File: src/rtl/uart_pkg.sv
// Shared definitions for the UART blocks.
// Holds the parity mode constants, the transmitter FSM state encoding and a
// constant-evaluable clog2 helper used for port and register widths.
package uart_pkg;

  localparam int unsigned PARITY_NONE = 0;
  localparam int unsigned PARITY_EVEN = 1;
  localparam int unsigned PARITY_ODD  = 2;

  typedef enum logic [2:0] {
    ST_IDLE   = 3'd0,
    ST_START  = 3'd1,
    ST_DATA   = 3'd2,
    ST_PARITY = 3'd3,
    ST_STOP   = 3'd4
  } tx_state_t;

  // Smallest n with 2**n >= value (clog2(1) == 0).
  function automatic int unsigned clog2(input int unsigned value);
    int unsigned result;
    result = 0;
    while ((64'd1 << result) < 64'(value)) result++;
    return result;
  endfunction

endpackage

File: src/rtl/uart_sync_fifo.sv
// Synchronous FIFO shared by the UART transmit and receive paths.
// Ports:
//   clock, reset     rising-edge clock, synchronous active-high reset
//   push, push_data  write request; ignored while full
//   pop, pop_data    read request; pop_data shows the head word (ignored while empty)
//   full, empty      derived from count
//   count            number of stored words
module uart_sync_fifo
  import uart_pkg::*;
#(
  parameter int unsigned WIDTH = 8,
  parameter int unsigned DEPTH = 4
) (
  input  logic                   clock,
  input  logic                   reset,
  input  logic                   push,
  input  logic [WIDTH-1:0]       push_data,
  input  logic                   pop,
  output logic [WIDTH-1:0]       pop_data,
  output logic                   full,
  output logic                   empty,
  output logic [clog2(DEPTH):0]  count
);

  localparam int unsigned AW = clog2(DEPTH);

  if (DEPTH < 2 || (DEPTH & (DEPTH - 1)) != 0) begin : g_bad_depth
    $error("uart_sync_fifo: DEPTH must be a power of 2 and >= 2");
  end

  logic [WIDTH-1:0] mem [DEPTH];
  logic [AW-1:0]    wr_ptr;
  logic [AW-1:0]    rd_ptr;
  logic             do_push;
  logic             do_pop;

  assign full     = (count == (AW + 1)'(DEPTH));
  assign empty    = (count == '0);
  assign do_push  = push && !full;
  assign do_pop   = pop && !empty;
  assign pop_data = mem[rd_ptr];

  always_ff @(posedge clock) begin
    if (do_push) mem[wr_ptr] <= push_data;
  end

  always_ff @(posedge clock) begin
    if (reset) begin
      wr_ptr <= '0;
      rd_ptr <= '0;
      count  <= '0;
    end else begin
      if (do_push) wr_ptr <= wr_ptr + 1'b1;
      if (do_pop)  rd_ptr <= rd_ptr + 1'b1;
      case ({do_push, do_pop})
        2'b10:   count <= count + 1'b1;
        2'b01:   count <= count - 1'b1;
        default: count <= count;
      endcase
    end
  end

endmodule

File: src/rtl/uart_tx_framed.sv
// Parametrised UART transmitter with an internal transmit FIFO.
// Frames are start(0), DATA_BITS data bits LSB first, optional parity,
// STOP_BITS stop bits(1), each bit CLOCKS_PER_BIT cycles; queued words go out
// back to back with no idle gap.
// Ports:
//   clock, reset  rising-edge clock, synchronous active-high reset
//   in_data       word to send; bits above DATA_BITS-1 are ignored
//   in_valid      in_data valid; accepted when in_ready is high
//   in_ready      FIFO not full
//   uart_data     registered serial line, idles high
//   tx_busy       a frame is on the line
//   fifo_count    queued words, excluding the frame in flight
module uart_tx_framed
  import uart_pkg::*;
#(
  parameter int unsigned CLOCKS_PER_BIT = 8,
  parameter int unsigned DATA_BITS      = 8,
  parameter int unsigned PARITY         = 0,
  parameter int unsigned STOP_BITS      = 1,
  parameter int unsigned FIFO_DEPTH     = 4
) (
  input  logic                        clock,
  input  logic                        reset,
  input  logic [8:0]                  in_data,
  input  logic                        in_valid,
  output logic                        in_ready,
  output logic                        uart_data,
  output logic                        tx_busy,
  output logic [clog2(FIFO_DEPTH):0]  fifo_count
);

  if (CLOCKS_PER_BIT < 2) begin : g_bad_cpb
    $error("uart_tx_framed: CLOCKS_PER_BIT must be >= 2");
  end
  if (DATA_BITS < 5 || DATA_BITS > 9) begin : g_bad_data_bits
    $error("uart_tx_framed: DATA_BITS must be 5..9");
  end
  if (PARITY > PARITY_ODD) begin : g_bad_parity
    $error("uart_tx_framed: PARITY must be 0, 1 or 2");
  end
  if (STOP_BITS < 1 || STOP_BITS > 2) begin : g_bad_stop_bits
    $error("uart_tx_framed: STOP_BITS must be 1 or 2");
  end

  localparam int unsigned      CW        = clog2(CLOCKS_PER_BIT * 2);
  localparam logic [CW-1:0]    BIT_LAST  = CW'(CLOCKS_PER_BIT - 1);
  localparam logic [CW-1:0]    STOP_LAST = CW'(STOP_BITS * CLOCKS_PER_BIT - 1);
  localparam logic [3:0]       IDX_LAST  = 4'(DATA_BITS - 1);
  localparam logic             ODD_MODE  = (PARITY == PARITY_ODD);

  tx_state_t              state_q, state_d;
  logic [CW-1:0]          cnt_q, cnt_d;
  logic [3:0]             idx_q, idx_d;
  logic [DATA_BITS-1:0]   shreg_q, shreg_d;
  logic                   par_q, par_d;
  logic                   line_q, line_d;

  logic                   pop;
  logic                   full;
  logic                   empty;
  logic [DATA_BITS-1:0]   pop_word;
  logic                   unused_in_bits;

  // Upper in_data bits are dropped when DATA_BITS < 9.
  assign unused_in_bits = ^in_data;

  uart_sync_fifo #(
    .WIDTH (DATA_BITS),
    .DEPTH (FIFO_DEPTH)
  ) u_fifo (
    .clock     (clock),
    .reset     (reset),
    .push      (in_valid),
    .push_data (in_data[DATA_BITS-1:0]),
    .pop       (pop),
    .pop_data  (pop_word),
    .full      (full),
    .empty     (empty),
    .count     (fifo_count)
  );

  assign in_ready  = !full;
  assign uart_data = line_q;
  assign tx_busy   = (state_q != ST_IDLE);

  // The line is registered, so each branch sets line_d to the level the
  // next state must present on its first cycle.
  always_comb begin
    state_d = state_q;
    cnt_d   = cnt_q + 1'b1;
    idx_d   = idx_q;
    shreg_d = shreg_q;
    par_d   = par_q;
    line_d  = line_q;
    pop     = 1'b0;

    case (state_q)
      ST_IDLE: begin
        cnt_d  = '0;
        line_d = 1'b1;
        if (!empty) begin
          pop     = 1'b1;
          shreg_d = pop_word;
          par_d   = (^pop_word) ^ ODD_MODE;
          line_d  = 1'b0;
          state_d = ST_START;
        end
      end
      ST_START: begin
        if (cnt_q == BIT_LAST) begin
          cnt_d   = '0;
          idx_d   = '0;
          line_d  = shreg_q[0];
          state_d = ST_DATA;
        end
      end
      ST_DATA: begin
        if (cnt_q == BIT_LAST) begin
          cnt_d = '0;
          if (idx_q == IDX_LAST) begin
            if (PARITY != PARITY_NONE) begin
              line_d  = par_q;
              state_d = ST_PARITY;
            end else begin
              line_d  = 1'b1;
              state_d = ST_STOP;
            end
          end else begin
            idx_d   = idx_q + 1'b1;
            shreg_d = shreg_q >> 1;
            line_d  = shreg_q[1];
          end
        end
      end
      ST_PARITY: begin
        if (cnt_q == BIT_LAST) begin
          cnt_d   = '0;
          line_d  = 1'b1;
          state_d = ST_STOP;
        end
      end
      ST_STOP: begin
        if (cnt_q == STOP_LAST) begin
          cnt_d = '0;
          if (!empty) begin
            pop     = 1'b1;
            shreg_d = pop_word;
            par_d   = (^pop_word) ^ ODD_MODE;
            line_d  = 1'b0;
            state_d = ST_START;
          end else begin
            line_d  = 1'b1;
            state_d = ST_IDLE;
          end
        end
      end
      default: begin
        cnt_d   = '0;
        line_d  = 1'b1;
        state_d = ST_IDLE;
      end
    endcase
  end

  always_ff @(posedge clock) begin
    if (reset) begin
      state_q <= ST_IDLE;
      cnt_q   <= '0;
      idx_q   <= '0;
      shreg_q <= '0;
      par_q   <= 1'b0;
      line_q  <= 1'b1;
    end else begin
      state_q <= state_d;
      cnt_q   <= cnt_d;
      idx_q   <= idx_d;
      shreg_q <= shreg_d;
      par_q   <= par_d;
      line_q  <= line_d;
    end
  end

endmodule
File: config.mk
export PLATFORM = sky130hd
export DESIGN_NAME = uart_tx_framed
export DESIGN_NICKNAME = d
export VERILOG_FILES = /design/src/rtl/uart_pkg.sv /design/src/rtl/uart_sync_fifo.sv /design/src/rtl/uart_tx_framed.sv
export SDC_FILE = /design/constraint.sdc
export NUM_CORES = 1
export LEC_CHECK = 0
export BUFFER_PORTS_ARGS = -buffer_cell sky130_fd_sc_hd__buf_2
export CORE_UTILIZATION = 34
export DETAILED_ROUTE_END_ITERATION = 10
export PLACE_DENSITY_LB_ADDON = 0.3
export REMOVE_ABC_BUFFERS = 1
export SLEW_MARGIN = 20
export SYNTH_ARGS = -nofsm -noshare
export SYNTH_HDL_FRONTEND = slang
export SYNTH_SLANG_ARGS = --single-unit
File: constraint.sdc
create_clock -name clock -period 3.56 [get_ports clock]
set_input_delay 0 -clock clock [delete_from_list [all_inputs] [get_ports clock]]
set_output_delay 0 -clock clock [all_outputs]
set_load 0.03 [all_outputs]
# == Word-level counts from Yosys, hierarchy flattened ==
# Memory sizes are Yosys's and may differ from the RTL's. A register that Yosys moved wholly into a read port is not among the register bits.
# Cells that the tools add are included.
# W data, S select, Z words.
# op_classes
bitwise_logic,1
n_reduce_logical,16
mux,32
n_eq_ne,16
n_addsub,6
# ops
op,count
$mux W8,4
$pmux W8 S3,1
$mux W3,6
$pmux W3 S5,1
$ne A2 B2 Y1 const B,7
$mux W4,3
$reduce_and A4 Y1,3
$mux W1,11
$add A4 B1 Y4 const B,2
$eq A4 B3 Y1 const B,2
$pmux W4 S2,1
$eq A3 B2 Y1 const B,2
$eq A3 B3 Y1 const B,2
$logic_not A3 Y1,2
$pmux W3 S2,1
$reduce_and A6 Y1,1
$reduce_bool A3 Y1,2
$pmux W1 S5,1
$add A2 B1 Y2 const B,2
$mux W2,2
$reduce_bool A2 Y1,2
$reduce_or A4 Y1,1
$add A3 B1 Y3 const B,1
$eq A3 B1 Y1 const B,1
8 further kinds,10
# totals
wordCells,80
register_bits,27
in_bits,12
out_inout_bits,6
n_memories,1
ram_bits,32
# memory_table
memory,words,width,rd,rd_clocked_by_memory_dff,write_ports,line_no,source
u_fifo.mem,4,8,1,1,1,uart_sync_fifo.sv:31,logic [WIDTH-1:0] mem [DEPTH];

# == Depth between registers and ports, before layout ==
# Gate-level depths: netlist (run 1).
# logic_depth
ltp_word,7
mapped_depth,9
depth_no_buf,9

# == By module ==
# Synthesis (run 1) repeated with hierarchy kept, for this count alone.
# unflattened
cells_unflattened,199
area_unflattened_um2,2642.5
# modules_own_cells
module,n_inst,cells_per_inst,seq_area_each_um2,area_per_inst_um2
uart_sync_fifo,1,96,1141.1,1630.3
uart_tx_framed,1,103,400.4,1012.2

# == Worst setup path before layout (run 1) ==
# No wires, ideal clock.
# synth_path
kind,register to register
startpoint,register u_fifo.count[2]
endpoint,register u_fifo.count[2]
period_less_slack_ps,2635
path_stages_with_launch,10
arrival_time_ps,2565
n_path_buf,0
setup_slack_ps,925
setup_ps,70
required_time_ps,3490
path_cell_list,dfxtp_1 -> or3b_1 -> and2_1 -> inv_1 -> ha_1 -> inv_1 -> fa_1 -> xor2_1 -> or3_1 -> a21oi_1
# synth_between
word_cells_on_any_way,15
cone_classes,2 x add/sub; 3 x eq/ne; 4 x mux; 6 x reduce/logical
# synth_rtl
item,line_no,source
from (decl),uart_sync_fifo.sv:22,output logic [clog2(DEPTH):0] count
from (signal assigned),uart_sync_fifo.sv:56,2'b10: count <= count + 1'b1;
from (signal assigned),uart_sync_fifo.sv:57,2'b01: count <= count - 1'b1;
from (signal assigned),uart_sync_fifo.sv:58,default: count <= count;
$eq A3 B3 Y1 *,uart_sync_fifo.sv:37,assign full = (count == (AW + 1)'(DEPTH));
$logic_not A1 Y1 *,-,
via in_ready,uart_tx_framed.sv:26,"output logic in_ready,"
$logic_and A1 B1 Y1 *,uart_sync_fifo.sv:39,assign do_push = push && !full;
$eq A2 B1 Y1 / $eq A2 B2 Y1 (equally long branches),uart_sync_fifo.sv:55,"case ({do_push, do_pop})"
$pmux W3 S2 / $reduce_bool A2 Y1 (equally long branches),-,
# Mark *: on every way through the listed nets, which the timed path passes. The rest lies on a longest branch.
# A chain may end at the register's enable or synchronous reset.

# == Worst setup path after layout (run 1) ==
# layout_path
startpoint,register cnt_q[0]
endpoint,register u_fifo.count[2]
# layout_between
elab_chain_cells,6
word_cells_on_any_way,8
cone_classes,3 x eq/ne; 3 x mux; 2 x reduce/logical
# layout_lines
item,line_no,source
from (decl),uart_tx_framed.sv:52,"logic [CW-1:0] cnt_q, cnt_d;"
from (signal assigned),uart_tx_framed.sv:175,cnt_q <= cnt_d;
$eq A4 B3 Y1 *,uart_tx_framed.sv:143,if (cnt_q == STOP_LAST) begin
$mux W1 *,uart_tx_framed.sv:143,
$pmux W1 S2 *,uart_tx_framed.sv:97,case (state_q)
$logic_and A1 B1 Y1 *,uart_sync_fifo.sv:40,assign do_pop = pop && !empty;
via u_fifo.do_pop,uart_sync_fifo.sv:35,logic do_pop;
$eq A2 B1 Y1 / $eq A2 B2 Y1 (equally long branches),uart_sync_fifo.sv:55,
$pmux W3 S2 / $reduce_bool A2 Y1 (equally long branches),-,
# Marked as above.

==> results.md, run 1 <==
- The path type of the worst min-delay path is primary input to flip-flop.
- The detail route stage leaves a number of antenna-violating nets equal to 0.
- The synthesized design contains 32 enable-type register cells.
- The maximum number of pins on one net before global-route repair is 25.
- The post-synthesis cell type count is 39.
- The maximum clock frequency is about 370 MHz.
- The layout cell share with drive strength beyond 1 is 0.1926.
- The average cell area after synthesis is roughly 13 µm².
- The clock tree root driver cell is sky130_fd_sc_hd__clkbuf_8.
- sky130_fd_sc_hd__edfxtp_1 takes more of the synthesized area than any other cell.
- The total of endpoints with negative setup slack in the final report is 0.
- The total number of H-tree levels is 3.
- The wire length of the first global-routing pass is 8190 µm.
- The number of global-route vias before repair is approximately 1700.
- TritonCTS built the clock tree.
- The worst-path maximum fanout is 7.
- After floorplanning, the core was sized to cover 0.007687 mm².
- No sink is reached through more buffers than the 2 on the longest clock path.
- In this run the horizontal extent of the chip is just over 90 µm.
- Setup repair after global routing left no endpoint under its margin.
- The count of yosys warnings during synthesis is 0.
- Counting the buffers created by CTS gives 9.
- The commonest register cell after synthesis is sky130_fd_sc_hd__edfxtp_1.
- The worst path needs around 2.7 ns of the cycle, external delays included.
- At the worst endpoint, the arrival time is about 3 ns.
- The highest metal layer carrying signal wires in the routed design is met4.
- At the worst endpoint, the required time is 3.83 ns.
- On the critical path the largest part of the delay comes from adder cells.
- The number of I/O port buffers is 16.
- Post-CTS timing repair inserted 0 buffers for setup.
- The clock-pin slew on the worst setup and hold paths is approximately 0.070 ns.
- The overall track demand over capacity in global routing is 0.1285.
- Yosys attributes the largest share of cell area to sky130_fd_sc_hd__edfxtp_1 (36%), sky130_fd_sc_hd__dfxtp_1 (22%), sky130_fd_sc_hd__mux4_2 (6.7%).
- The flow ran to the end, and the final reports show no timing, DRC or antenna violations.
- The count of inserted antenna diode cells is 0.
- The wire length on met2 is approximately 2200 µm.
- From synthesis to final layout, the design area changed by 15.97%.
- The TritonCTS sink count is just over 60.
- Together, buffers and inverters on the worst path number 1.
- The congestion estimate from routability-driven global placement came to 0.7045.
- By count the netlist is led by sky130_fd_sc_hd__edfxtp_1 (32), sky130_fd_sc_hd__dfxtp_1 (29), sky130_fd_sc_hd__a21oi_1 (19), sky130_fd_sc_hd__o21ai_0 (17), sky130_fd_sc_hd__nor2_1 (14).
- Once detailed placement completed, the half-perimeter wirelength came to slightly above 3000 µm.
- The first TritonRoute pass finished after 4 iterations.
- The routed design uses around 120 µm of met3 wire.
- The initial antenna violation count is 0.
- Summed over all failing endpoints, the final setup total negative slack is 0 ns.
- In the final routed layout, each cell accounts on average for ~14 µm.
- Summed over all layers, the global routing overflow is 0.
- Power spread over the standard cell area amounts to between 600 and 700 mW/mm².
- The routed metal-1 wire length is roughly 2400 µm.
- The detailed router's first-iteration violation count is between 70 and 80.
- The floorplan die area is around 0.0082 mm².
- Gates resized during post-CTS repair numbered 0.
- The tightest slew margin relative to the limit is 0.4766.
- STA classifies the critical path endpoint as a flip-flop.
- Of the synthesized area, sequential elements account for 0.5754.
- The worst-margin pin slew is ~0.78 ns.
- Counting flops with an async set or reset pin after synthesis yields a share of 0.
- The final number of max-transition violations is 0.
- The tool flagged a number of max-cap violations equal to 0.
- The share of synthesized area in the top cell type comes to 0.3587.
- The startpoint type of the worst setup path is a flip-flop.
- The register bit count reported by yosys is 61.
- The category of the most critical setup path is flip-flop to flip-flop.
- The mapped cell area is 0.002679 mm².
- The critical path's slowest cell is sky130_fd_sc_hd__a2111oi_4.
- The total via count after detailed routing is between 1500 and 2000.
- The finished layout holds 346 standard cells, fillers aside.
- In the routed design, unresolved DRC markers number 0.
- The wire length reported by the detailed router is about 4700 µm.
- The largest stage delay on the critical path is about 0.52 ns.
- The number of standard cells after synthesis is around 210.
- The initialized floorplan defines 32 standard-cell rows.
- The final net count is 259.
- The most frequent cell after synthesis is sky130_fd_sc_hd__edfxtp_1.
- The final hold violation count is 0.
- The leakage dissipation is between 1 and 1.5 nW.
- The effective utilization at floorplan is 0.3485.
- Pin placement for this block handled 18 I/O pins.
- Hold timing on the final database bottoms out at a slack of 0.09450 ns.
- In the routed layout, each cell is associated on average with a via count of a little under 5.
- The cell that appears most often on the critical path is sky130_fd_sc_hd__ha_1.
- The worst-case IR drop observed on VDD is 353.5 µV.
- The final worst clock skew is slightly above 0.008 ns.
- The cell count after placement is around 320.
- Traced cell by cell, the critical path runs through ha_1 -> nand3b_1 -> a2111oi_4 -> ha_1 -> inv_1 -> fa_1 -> xor2_1 -> or3_1 -> a21oi_1.
- The post-route clock period utilization is 0.7643.
- Measured along the y axis, the die boundary spans 90.77 µm.
- The worst-skew pair later-pin latency is around 0.34 ns.
-- placed cells by master (no fill, tap or decap), types with 4 or more instances in the layout --
master | netlist | layout
sky130_fd_sc_hd__mux2i_1 | 7 | 7
sky130_fd_sc_hd__clkbuf_8 | 0 | 9
sky130_fd_sc_hd__inv_1 | 8 | 8
sky130_fd_sc_hd__xor2_1 | 4 | 4
sky130_fd_sc_hd__o21ai_0 | 17 | 17
sky130_fd_sc_hd__edfxtp_1 | 32 | 32
sky130_fd_sc_hd__dfxtp_1 | 29 | 29
sky130_fd_sc_hd__nand2_1 | 6 | 6
sky130_fd_sc_hd__buf_2 | 2 | 16
sky130_fd_sc_hd__or3_1 | 12 | 12
sky130_fd_sc_hd__nor3_1 | 5 | 5
sky130_fd_sc_hd__mux4_2 | 8 | 8
sky130_fd_sc_hd__and3_1 | 5 | 5
sky130_fd_sc_hd__dlygate4sd3_1 | 0 | 8
sky130_fd_sc_hd__nor2_1 | 14 | 14
sky130_fd_sc_hd__a21oi_1 | 19 | 19
sky130_fd_sc_hd__ha_1 | 7 | 7
-- power breakdown --
| group | leakage, nW | total [mW] | internal (mW) | switching [mW] |
|---|---|---|---|---|
| logic | 0.448 | 0.572 | 0.275 | 0.297 |
| registers | 0.530 | 0.965 | 0.859 | 0.105 |
| clock network | 0.0918 | 0.614 | 0.325 | 0.289 |
| total | 1.07 | 2.15 | 1.46 | 0.692 |
-- stage by stage --
stage / total power, mW / worst slack [ns] / area, µm² / util
after floorplan: 1.409 / 0.9254 / 2613 / -
after global placement: 1.540 / 0.8868 / 2828 / 0.3678
after detailed placement: 1.556 / 0.8150 / 2828 / 0.3678
after CTS: 2.184 / 0.7967 / 3107 / 0.4041
after global routing: 2.302 / 0.6753 / 3107 / 0.4041
final: 2.151 / 0.8392 / 3107 / 0.4041
-- area by class of cell --
class	instances	area [µm²]
Clock inverter	7	75.07
Sequential cell	61	1541
Inverter	8	30.03
Timing Repair Buffer	25	167.7
Fill cell	739	4581
Clock buffer	9	123.9
Tap cell	102	127.6
Multi-Input combinational cell	134	1041
-- state kept, by name (all words and copies together) (netlist names), 2 cells and up, named ones only --
| register | cells |
|---|---|
| u_fifo.mem | 32 |
| cnt_q | 4 |
| u_fifo.wr_ptr | 2 |
| state_q | 3 |
| idx_q | 4 |
| u_fifo.rd_ptr | 2 |
| shreg_q | 8 |
| u_fifo.count | 3 |
-- cell families after synthesis --
family          count (synthesis)  share of synthesized area
flops                          61                     0.5754
simple gates                   60                     0.1298
compound gates                 44                     0.1023
buf+inv                        19                    0.03596
mux                            15                    0.09341
fa+ha+maj                       8                    0.04017
xor+xnor                        7                    0.02289
-- worst register-to-register path, delay by kind of cell (launching register included) --
family / cells / cell delay, ns
fa+ha+maj: 3 / 0.83
compound gates: 2 / 0.66
simple gates: 2 / 0.60
flops: 1 / 0.36
xor+xnor: 1 / 0.16
buf+inv: 1 / 0.06
-- per-layer routing --
| metal | vias up | global-route usage |
|---|---|---|
| met1 | 824 | 0.1625 |
| met5 | - | 0 |
| li1 | 841 | - |
| met2 | 18 | 0.2001 |
| met4 | 0 | 0.07124 |
| met3 | 5 | 0.03283 |
-- final timing paths --
check	start	endpoint	slack (ns)	cells after the start
max	cnt_q[0]	u_fifo.count[2]	0.84	9
min	reset	u_fifo.count[1]	0.09	2
max reg2reg	cnt_q[0]	u_fifo.count[2]	0.84	9
min reg2reg	cnt_q[0]	cnt_q[0]	0.45	1
-- timing repair --
action                                  4_1_cts  5_1_grt
endpoints found under the setup margin        0        0
hold buffers                                  8        0
hold endpoints to repair                     32        0
Power figures use the tool's default switching activity.
==> inputs of run 2 (changes only) <==
clock period = 2.4 ns   (was 3.56 ns; I/O delays follow)
==> results.md, run 2 (same netlist as run 1, synthesis figures left out) <==
- The clock passes through at most 2 buffers.
- The tree is rooted in a sky130_fd_sc_hd__clkbuf_8.
- The count of buffers added on input and output ports is 16.
- After floorplanning, the core was sized to cover roughly 0.0077 mm².
- The reg2reg setup slack is around 0.082 ns.
- For the final routed database, the setup TNS stands at 0 ns.
- The largest stage delay on the critical path is 0.42 ns.
- The count of max-cap constraint violations is 0.
- The count of inserted antenna diode cells is 0.
- After detailed routing, the total wire length is approximately 4600 µm.
- For the final database, setup skew stands at roughly 0.0063 ns.
- The completed layout was analyzed and its total power is around 3.5 mW.
- The initial antenna violation count is 0.
- Data arrives at the worst endpoint at roughly 2.6 ns.
- The tightest min-delay check is of the primary input to flip-flop type.
- The register with the most flip-flops in the layout has 32 of them.
- The final weighted congestion in routability-driven placement is between 0.7 and 0.8.
- In this run the most critical hold path is launched from reset.
- STA puts the critical path data required time at between 2 and 3 ns.
- In the layout the commonest cells are sky130_fd_sc_hd__edfxtp_1 (32), sky130_fd_sc_hd__dfxtp_1 (27), sky130_fd_sc_hd__a21oi_1 (19).
- In the routed layout, each cell is associated on average with a via count of between 4 and 5.
- The startpoint identified for the worst register-to-register timing path is cnt_q[1].
- The critical path is of the flip-flop to flip-flop type.
- 18 I/O pins were placed.
- The effective utilization at floorplan is 0.3485.
- Clock latency on the worst-skew pair, taken at its later pin, is ~0.34 ns.
- Once detailed placement completed, the half-perimeter wirelength came to slightly above 3000 µm.
- In this run the tightest slew margin relative to its limit is 0.6255.
- For this run, design rule violations remaining after detail routing come to 0.
- The die outline width is approximately 90 µm.
- The launch point of the worst path is cnt_q[1].
- Counting I/O delays and the setup requirement, the final critical path takes between 2 and 2.5 ns.
- For this design the static power due to leakage is approximately 1.1 nW.
- The number of nets with antenna violations after routing is 0.
- The critical path goes through ha_4 -> nand3b_1 -> a2111oi_4 -> ha_2 -> inv_2 -> fa_2 -> xor2_1 -> or3_1 -> a21oi_1.
- The most common cell after layout, fill and taps aside is sky130_fd_sc_hd__edfxtp_1.
- The register with the most flip-flops is u_fifo.mem.
- The average routed wire per standard cell is between 10 and 15 µm.
- The maximum number of pins on one net before global-route repair is 25.
- The final hold violation count was 0.
- The layout cell share with drive strength beyond 1 is 0.2500.
- The post-route clock period utilization is 0.9657.
- In this run the number of H-tree levels came out at 3.
- The run finished with clean final reports.
- The layout filler cell count is roughly 740.
- Row generation in the floorplan step produced 32 rows.
- The clock tree from TritonCTS is yes.
- For this design the ratio of total power to cell area is around 1100 mW/mm².
- The total clock buffers created by CTS is 9.
- The total of endpoints with negative setup slack in the final report is 0.
- The worst setup path is captured at a flip-flop.
- After the first detailed-routing iteration, the DRC count stood at a little over 70.
- After clock tree synthesis, the clock-pin slew on the worst setup and hold paths is about 0.070 ns.
- CTS saw 61 sinks.
- The critical path's slowest cell is sky130_fd_sc_hd__a2111oi_4.
- After global routing the overflow that remains totals 0.
- The wire length of the first global-routing pass is roughly 8000 µm.
- The total via count after detailed routing is approximately 1700.
- Across the VDD grid, the largest voltage drop is 523.8 µV.
- The area overhead of the layout relative to synthesis is 21.53%.
- Setup repair after global routing could not meet its margin everywhere.
- The number of global-route vias before repair is 1693.
- The worst-path maximum fanout is 3.
- The startpoint type of the worst setup path is a flip-flop.
- The final net count is between 200 and 300.
- The worst hold slack after final layout is between 0.08 and 0.09 ns.
- The cell count after placement is roughly 330.
- The floorplan die area is 0.008238 mm².
- In the final layout, the registers with the most flip-flops are u_fifo.mem: 32 flops, shreg_q: 8 flops.
- The maximum clock frequency is about 430 MHz.
- The worst-margin pin slew is about 0.56 ns.
- The multi-input gate area in the final layout is 0.001059 mm².
- Excluding fillers, the count of instances in the completed layout stands at 358.
- The sequential cell area is around 0.0015 mm².
- The final number of max-transition violations is 0.
- In the global route stage, overall resource usage came out at 0.1267.
- The first detailed-routing pass took 4 iterations.
- The die is 90.77 µm tall.
run 2: through the flow:
step,utilization,instance area (µm²),worst slack (ns)
5_1_grt,0.4235,3256,-0.008043
2_1_floorplan,-,2613,-0.2346
3_3_place_gp,0.3776,2903,0.03196
3_5_place_dp,0.3776,2903,-0.01219
6_report,0.4235,3256,0.08234
4_1_cts,0.4189,3221,0.02355
run 2: per-layer routing:
metal	vias to the layer above	part of all wire	track usage
met5	-	0	0
met4	0	0.014	0.05511
met3	5	0.027	0.04798
met2	20	0.48	0.2039
met1	821	0.48	0.1506
li1	868	-	-
run 2: final cells by class:
| type | count | area share |
|---|---|---|
| Sequential cell | 61 | 0.4743 |
| Multi-Input combinational cell | 134 | 0.3251 |
| Timing Repair Buffer | 37 | 0.07917 |
| Tap cell | 102 | 0.03920 |
| Clock buffer | 9 | 0.03805 |
| Clock inverter | 7 | 0.03497 |
| Inverter | 8 | 0.009224 |
run 2: timing repair:
item | 4_1_cts | 5_1_grt
resized for setup | 0 | 7
hold endpoints to repair | 32 | 0
buffers inserted | 0 | 2
cloned | 0 | 0
hold buffers | 8 | 0
setup endpoints to repair | 1 | 1
pin swaps | 1 | 4
run 2: where the power goes:
group / switching (mW) / internal, mW
Clock: 0.406 / 0.684
Combinational: 0.488 / 0.483
Sequential: 0.131 / 1.28
run 2: worst paths after layout:
path / cells after the start / to
worst max-delay path: 9 / u_fifo.count[2]
worst max register to register: 9 / u_fifo.count[2]
worst min-delay path: 2 / u_fifo.count[1]
worst min register to register: 2 / shreg_q[6]
run 2: worst max-delay path, delay by kind of cell (launching register included):
family                     cells  cell delay [ns]
xor gates and xnor gates       1             0.15
adders and majority gates      3             0.72
DFF                            1             0.35
buffers and inverters          1             0.04
AOI/OAI and AO/OA              2             0.54
and+or+nand+nor                2             0.45
